<file path="config.mk">
export PLATFORM = sky130hd
export DESIGN_NAME = pds_bus_master
export DESIGN_NICKNAME = d
export VERILOG_FILES = /design/src/rtl/pds_bus_master.sv
export SDC_FILE = /design/constraint.sdc
export NUM_CORES = 1
export LEC_CHECK = 0
export BUFFER_PORTS_ARGS = -buffer_cell sky130_fd_sc_hd__buf_2
export CAP_MARGIN = 40
export CORE_MARGIN = 2
export CORE_UTILIZATION = 51
export CTS_CLUSTER_DIAMETER = 30
export DETAILED_ROUTE_END_ITERATION = 7
export PLACE_DENSITY = 0.74
export SYNTH_ARGS = -nofsm -noshare
export SYNTH_HDL_FRONTEND = slang
export SYNTH_SLANG_ARGS = --single-unit
</file>
<file path="constraint.sdc">
create_clock -name C16M -period 2.35 [get_ports C16M]
set_clock_uncertainty 0.1 [all_clocks]
set_input_delay 0.235 -clock C16M [delete_from_list [all_inputs] [get_ports C16M]]
set_output_delay 0.235 -clock C16M [all_outputs]
set_load 0.005 [all_outputs]
</file>
<file path="src/rtl/pds_bus_master.sv">
// 68000-style PDS bus master fed by the I/O bus slave port, clocked only by C16M.
// Generates C8M phase and the 6800 E clock internally; reports BERR/timeout through IOERR.
module pds_bus_master #(
    parameter int SETUP_CYC = 2,
    parameter int E_DIV     = 20,
    parameter int E_HIGH    = 8,
    parameter int TO_CYC    = 255,
    parameter int TO_W      = 8
) (
    input  logic C16M,
    input  logic RST,
    input  logic IOREQ,
    input  logic IOWE,
    input  logic IOLDS,
    input  logic IOUDS,
    output logic IOACT,
    output logic IOERR,
    output logic E,
    output logic nAS,
    output logic nLDS,
    output logic nUDS,
    output logic nVMA,
    input  logic nDTACK,
    input  logic nVPA,
    input  logic nBERR,
    output logic nAoutOE,
    output logic nDoutOE,
    output logic ALE0,
    output logic nDinLE
);
    localparam int ES_W = $clog2(E_DIV);
    localparam int SU_W = (SETUP_CYC > 1) ? $clog2(SETUP_CYC) : 1;
    localparam logic [ES_W-1:0] ES_LAST = ES_W'(E_DIV - 1);
    localparam logic [ES_W-1:0] E_RISE  = ES_W'(E_DIV - E_HIGH);
    localparam logic [ES_W-1:0] VMA_ES  = ES_W'(E_DIV - E_HIGH - 3);
    localparam logic [ES_W-1:0] ETK_ES  = ES_W'(E_DIV - 2);
    localparam logic [TO_W-1:0] TO_LAST = TO_W'(TO_CYC);
    localparam logic [SU_W-1:0] SU_LAST = SU_W'(SETUP_CYC - 1);

    typedef enum logic [2:0] {IDLE, SYNC, ADDR, WAIT, END1, END2} state_t;

    state_t state_q, state_d;
    logic ph_q, ph_d, e_q, e_d;
    logic [ES_W-1:0] es_q, es_d;
    logic [SU_W-1:0] su_cnt_q, su_cnt_d;
    logic [TO_W-1:0] to_cnt_q, to_cnt_d;
    logic ioreq_r_q, dtack_s_q, vpa_s_q, berr_s_q;
    logic we_q, we_d, lds_q, lds_d, uds_q, uds_d;
    logic etack_pend_q, etack_pend_d;
    logic ioact_q, ioact_d, ioerr_q, ioerr_d, ale0_q, ale0_d;
    logic nas_q, nas_d, nlds_q, nlds_d, nuds_q, nuds_d;
    logic nvma_q, nvma_d, ndoutoe_q, ndoutoe_d, ndinle_q, ndinle_d;
    logic accept, term, to_hit, etack;
    logic cur_we, cur_lds, cur_uds, addr_ph, ds_ph;

    assign to_hit = (to_cnt_q == TO_LAST);
    assign etack  = ~nvma_q & (es_q == ETK_ES);

    always_ff @(posedge C16M or posedge RST) begin
        if (RST) state_q <= IDLE;
        else     state_q <= state_d;
    end

    always_comb begin
        state_d      = state_q;
        su_cnt_d     = su_cnt_q;
        to_cnt_d     = to_cnt_q;
        etack_pend_d = 1'b0;
        accept       = 1'b0;
        term         = 1'b0;
        case (state_q)
            IDLE: if (ioreq_r_q) begin
                accept   = 1'b1;
                su_cnt_d = '0;
                state_d  = ph_q ? SYNC : ADDR;
            end
            SYNC: state_d = ADDR;
            ADDR: if (su_cnt_q == SU_LAST) begin
                state_d  = WAIT;
                to_cnt_d = '0;
            end else begin
                su_cnt_d = su_cnt_q + 1'b1;
            end
            WAIT: begin
                // ETACK lands on a C8M-low cycle, so hold it until the next PH=1
                etack_pend_d = etack_pend_q | etack;
                if (ph_q && (dtack_s_q || etack || etack_pend_q || berr_s_q || to_hit)) begin
                    term    = 1'b1;
                    state_d = END1;
                end else if (!to_hit) begin
                    to_cnt_d = to_cnt_q + 1'b1;
                end
            end
            END1:    state_d = END2;
            END2:    state_d = IDLE;
            default: state_d = IDLE;
        endcase
    end

    always_comb begin
        ph_d    = ~ph_q;
        es_d    = (es_q == ES_LAST) ? '0 : es_q + 1'b1;
        e_d     = (es_d >= E_RISE);
        cur_we  = (state_q == IDLE) ? IOWE  : we_q;
        cur_lds = (state_q == IDLE) ? IOLDS : lds_q;
        cur_uds = (state_q == IDLE) ? IOUDS : uds_q;
        we_d    = cur_we;
        lds_d   = cur_lds;
        uds_d   = cur_uds;
        addr_ph = (state_d == ADDR) || (state_d == WAIT);
        ds_ph   = cur_we ? (state_d == WAIT) : addr_ph;
        nas_d     = ~addr_ph;
        nlds_d    = ~(ds_ph & cur_lds);
        nuds_d    = ~(ds_ph & cur_uds);
        ndoutoe_d = ~(cur_we & (addr_ph || (state_d == END1)));
        ndinle_d  = (state_d == WAIT);
        ioact_d = ioact_q;
        ioerr_d = ioerr_q;
        ale0_d  = ale0_q;
        if (accept) begin
            ioact_d = 1'b1;
            ioerr_d = 1'b0;
            ale0_d  = 1'b1;
        end else if (term) begin
            ioact_d = 1'b0;
            ioerr_d = berr_s_q | to_hit;
            ale0_d  = 1'b0;
        end
        nvma_d = nvma_q;
        if (state_d != WAIT || es_d == '0)
            nvma_d = 1'b1;
        else if (state_q == WAIT && vpa_s_q && es_d == VMA_ES)
            nvma_d = 1'b0;
    end

    always_ff @(posedge C16M or posedge RST) begin
        if (RST) begin
            ph_q <= 1'b0;  es_q <= '0;  e_q <= 1'b0;
            su_cnt_q <= '0;  to_cnt_q <= '0;  etack_pend_q <= 1'b0;
            ioreq_r_q <= 1'b0;  dtack_s_q <= 1'b0;  vpa_s_q <= 1'b0;  berr_s_q <= 1'b0;
            we_q <= 1'b0;  lds_q <= 1'b0;  uds_q <= 1'b0;
            ioact_q <= 1'b0;  ioerr_q <= 1'b0;  ale0_q <= 1'b0;
            nas_q <= 1'b1;  nlds_q <= 1'b1;  nuds_q <= 1'b1;  nvma_q <= 1'b1;
            ndoutoe_q <= 1'b1;  ndinle_q <= 1'b0;
        end else begin
            ph_q <= ph_d;  es_q <= es_d;  e_q <= e_d;
            su_cnt_q <= su_cnt_d;  to_cnt_q <= to_cnt_d;  etack_pend_q <= etack_pend_d;
            ioreq_r_q <= IOREQ;  dtack_s_q <= ~nDTACK;  vpa_s_q <= ~nVPA;  berr_s_q <= ~nBERR;
            we_q <= we_d;  lds_q <= lds_d;  uds_q <= uds_d;
            ioact_q <= ioact_d;  ioerr_q <= ioerr_d;  ale0_q <= ale0_d;
            nas_q <= nas_d;  nlds_q <= nlds_d;  nuds_q <= nuds_d;  nvma_q <= nvma_d;
            ndoutoe_q <= ndoutoe_d;  ndinle_q <= ndinle_d;
        end
    end

    assign IOACT   = ioact_q;
    assign IOERR   = ioerr_q;
    assign E       = e_q;
    assign nAS     = nas_q;
    assign nLDS    = nlds_q;
    assign nUDS    = nuds_q;
    assign nVMA    = nvma_q;
    assign nAoutOE = 1'b0;
    assign nDoutOE = ndoutoe_q;
    assign ALE0    = ale0_q;
    assign nDinLE  = ndinle_q;
endmodule
</file>
==> out/metrics.csv <==
stage;metric;value;unit
clocking;clkTransAtPathRegs;110;ps
global_routing;first_global_vias;1180;
sta;hold_viol_final;0;
global_routing;grt_pass1_wl;5050;µm
clocking;clock_tree_from_tritoncts;yes;
critical_path;critical_path.endpoint_type;register;
die;fp-row-count;20;
min_path;holdPathEnd;lds_q;
cells_and_area;layout-drive-gt1-share;21.39;%
synth;synth.lib_cells_used.distinct;41;
cells_and_area;antenna-diode-count;0;
die;die-height;61.27;µm
synth;post_syn_nets;174;
sta;pnr_worst_setup_slack;178.7;ps
synth;number_of_enable_type_register_cells_in_the_synthesized_netlist;0;
critical_path;critPathArrivalTime;2360;ps
clocking;cts_buffers;5;
clocking;clock_root_buffer_master;sky130_fd_sc_hd__clkbuf_4;
cells_and_area;area_delta_synth_final;14.21;%
critical_path;regToRegEndpoint;to_cnt_q[6];
place;post_dp_cell_area;1795;µm²
synth;ys_seq_elements;35;
clocking;clk_latency;340;ps
min_path;min_path_type;input port to register;
drt;drt_pre_antenna_iters;4;
drt;route.vias.total;1249;
clocking;numClockSinks;35;
critical_path;worstReg2RegStart;es_q[0];
die;floorplan.initialDensity;54.35;%
drt;maxUsedRoutingLayer;met4;
sta;worst_tran_pin_value;571.2;ps
drt;remaining_number_of_nets_flagged_by_the_antenna_check_after_routing;0;
critical_path;startpoint_type;register;
clocking;cts_max_path_buffers;2;
synth;synth_instances;160;
synth;yosys_warnings;0;
sta;finalSetupViolCount;0;
global_routing;grt_overflow;0;
die;die_x;61.27;µm
pwr;power.leakage;0.8999;nW
min_path;timing.hold.worst_path_depth;2;
drt;wl_met2;1484;µm
drt;routed_length_on_met3;165;µm
die;floorplan.core_area;3078;µm²
global_routing;grtUsageTotal;18.86;%
cells_and_area;nets;200;
place;place.gp.congestion;0.8898;
critical_path;required;2540;ps
drt;route.detailed.vias_per_inst;5.407;
synth;synth.cell_area;1673;µm²
synth;synth_ff_type;sky130_fd_sc_hd__dfrtp_1;
sta;finalCriticalPeriod;2171;ps
place;dpl_worst_slack;95.77;ps
die;fp.dieArea;3754;µm²
clocking;cts_resized;0;
drt;drcViolationCount;0;
global_routing;maximum_number_of_pins_on_one_net_before_global_route_repair;36;
cells_and_area;fin_area;1911;µm²
critical_path;path_class;register to register;
drt;routed_wire_length_per_instance;12.74;µm
critical_path;reg2reg_depth;8;
synth;synth_seq_area_share;52.73;%
sta;max_slew_margin;61.84;%
sta;fmax;0.4605;GHz
min_path;hold_path.startpoint;IOLDS;
outcome;outcome;finished clean;
die;boundaryPins;20;
sta;setup_repair_after_global_routing_missed_its_margin;no;
global_routing;grt_antenna_before_repair;0;
critical_path;ff_to_ff_setup_slack;180;ps
sta;fin_crit_sh;92.40;%
drt;routed_wirelength;2942;µm
drt;detail_route.wirelength.met1;1243;µm
job;maxCapViolations;0;
clocking;ctsHtreeMaxLevel;2;
drt;drt_first_iter_violations;35;
sta;final-max-slew-violation-count;0;
pwr;vdd_drop_max;0.0004263;V
synth;synth-async-reset-ratio;100.0;%
place;hpwlAfterDp;2184;µm
synth;avgSynthCellArea;10.46;µm²
place;port_buffer_count;18;
pwr;power_per_cell_area;910.7;nW/µm²
critical_path;critPathMaxFanout;10;
sta;final.setup.tns;0;ps
## layout make-up
cell class	count	area (µm²)
fill	285	1167
timing repair buffer	26	162.7
tap	44	55.05
clock buffer	5	37.54
inverter	13	48.80
clock inverter	3	20.02
sequential	35	882.1
multi-input combinational	105	704.4
## repair_timing
item / in CTS / in global routing
hold endpoints to repair: 34 / 0
hold buffers: 5 / 0
setup buffers: 0 / 1
endpoints found under the setup margin: 0 / 7
## worst max path at each step
stage	start	to	slack, ps	cells past startpoint
6_report	es_q[0]	to_cnt_q[6]	180	8
5_1_grt	es_q[0]	to_cnt_q[6]	30	8
4_1_cts	es_q[0]	to_cnt_q[6]	80	7
3_5_place_dp	es_q[0]	to_cnt_q[6]	100	7
3_3_place_gp	es_q[0]	to_cnt_q[6]	180	7
2_1_floorplan	es_q[0]	to_cnt_q[6]	170	7
## cell usage in the layout (no fill, tap or decap), types with 5 or more instances in the layout
cell and instances:
sky130_fd_sc_hd__dfrtp_1 30, sky130_fd_sc_hd__buf_2 18, sky130_fd_sc_hd__nand2_1 14, sky130_fd_sc_hd__inv_1 13
sky130_fd_sc_hd__o21ai_0 10, sky130_fd_sc_hd__a21oi_1 8, sky130_fd_sc_hd__nand3_1 7, sky130_fd_sc_hd__nor3_1 7
sky130_fd_sc_hd__nand2b_1 5, sky130_fd_sc_hd__nor2_1 5, sky130_fd_sc_hd__ha_1 5, sky130_fd_sc_hd__clkbuf_4 5
sky130_fd_sc_hd__dlygate4sd3_1 5, sky130_fd_sc_hd__dfstp_2 5
## synth_stat cells, types with 2 or more instances
cell                       number  share of area (%)
sky130_fd_sc_hd__a21o_1         3                1.3
sky130_fd_sc_hd__a21oi_1        8                2.4
sky130_fd_sc_hd__a31oi_1        2               0.75
sky130_fd_sc_hd__and3_1         3                1.1
sky130_fd_sc_hd__buf_4          3                1.3
sky130_fd_sc_hd__clkbuf_1       4               0.90
sky130_fd_sc_hd__dfrtp_1       30                 45
sky130_fd_sc_hd__dfstp_2        5                7.9
sky130_fd_sc_hd__ha_1           5                3.7
sky130_fd_sc_hd__inv_1         13                2.9
sky130_fd_sc_hd__mux2_2         3                2.0
sky130_fd_sc_hd__mux2i_1        3                1.8
sky130_fd_sc_hd__nand2_1       14                3.1
sky130_fd_sc_hd__nand2b_1       5                1.9
sky130_fd_sc_hd__nand3_1        7                2.1
sky130_fd_sc_hd__nand4_1        2               0.75
sky130_fd_sc_hd__nor2_1         5                1.1
sky130_fd_sc_hd__nor2b_1        2               0.75
sky130_fd_sc_hd__nor3_1         7                2.1
sky130_fd_sc_hd__o211ai_1       3                1.3
sky130_fd_sc_hd__o21a_1         2               0.90
sky130_fd_sc_hd__o21ai_0       10                3.0
sky130_fd_sc_hd__or3_1          2               0.75
sky130_fd_sc_hd__or4_1          2               0.90
## flip-flops by register name, indices dropped and copies added, names as in the netlist
signal and cells:
ioreq_r_q 1, nDinLE 1, state_q 3, nUDS 1, dtack_s_q 1, nDoutOE 1
IOERR 1, ph_q 1, nAS 1, su_cnt_q 1, es_q 5, nLDS 1
ALE0 1, we_q 1, vpa_s_q 1, etack_pend_q 1, E 1, uds_q 1
to_cnt_q 8, berr_s_q 1, nVMA 1, lds_q 1
## metal layers
layer,vias up,track usage [%]
li1,610,-
met3,6,7.143
met1,603,21.82
met4,0,8.075
met2,30,31.31
met5,-,0
## critical path, cell delays in order, from the launching register on
cell and delay [ps]:
sky130_fd_sc_hd__dfrtp_1 440, sky130_fd_sc_hd__inv_1 90, sky130_fd_sc_hd__ha_1 190, sky130_fd_sc_hd__nor2b_1 160, sky130_fd_sc_hd__a2111oi_4 280, sky130_fd_sc_hd__buf_4 190
sky130_fd_sc_hd__o211ai_4 120, sky130_fd_sc_hd__or4_1 480, sky130_fd_sc_hd__nand2_1 70
## stage by stage
step	std cells	power (W)	hold WS [ps]	util [%]
floorplan	160	0.001278	166.4	-
finish	231	0.001740	32.50	62.07
global route	231	0.001893	17.42	62.07
CTS	230	0.001765	23.29	61.83
global placement	217	0.001426	240.5	58.33
detailed placement	217	0.001445	244.8	58.33
## cells by family (layout without fill, tap and decap cells)
| group | Yosys count | in the layout | synth area share [%] |
|---|---|---|---|
| compound gates | 36 | 36 | 15.33 |
| xor+xnor | 2 | 2 | 1.047 |
| fa+ha+maj | 5 | 5 | 3.740 |
| buf+inv | 20 | 47 | 5.161 |
| flops | 35 | 35 | 52.73 |
| mux | 6 | 6 | 3.814 |
| other cells | 1 | 1 | 0.2242 |
| simple gates | 55 | 55 | 17.95 |
## power breakdown
part,total [W],switching (W),internal [W]
clock,0.000312,0.000198,0.000114
combinational,0.000563,0.000313,0.000250
sequential,0.000866,0.000105,0.000761
(Power assumes the default switching activity.)
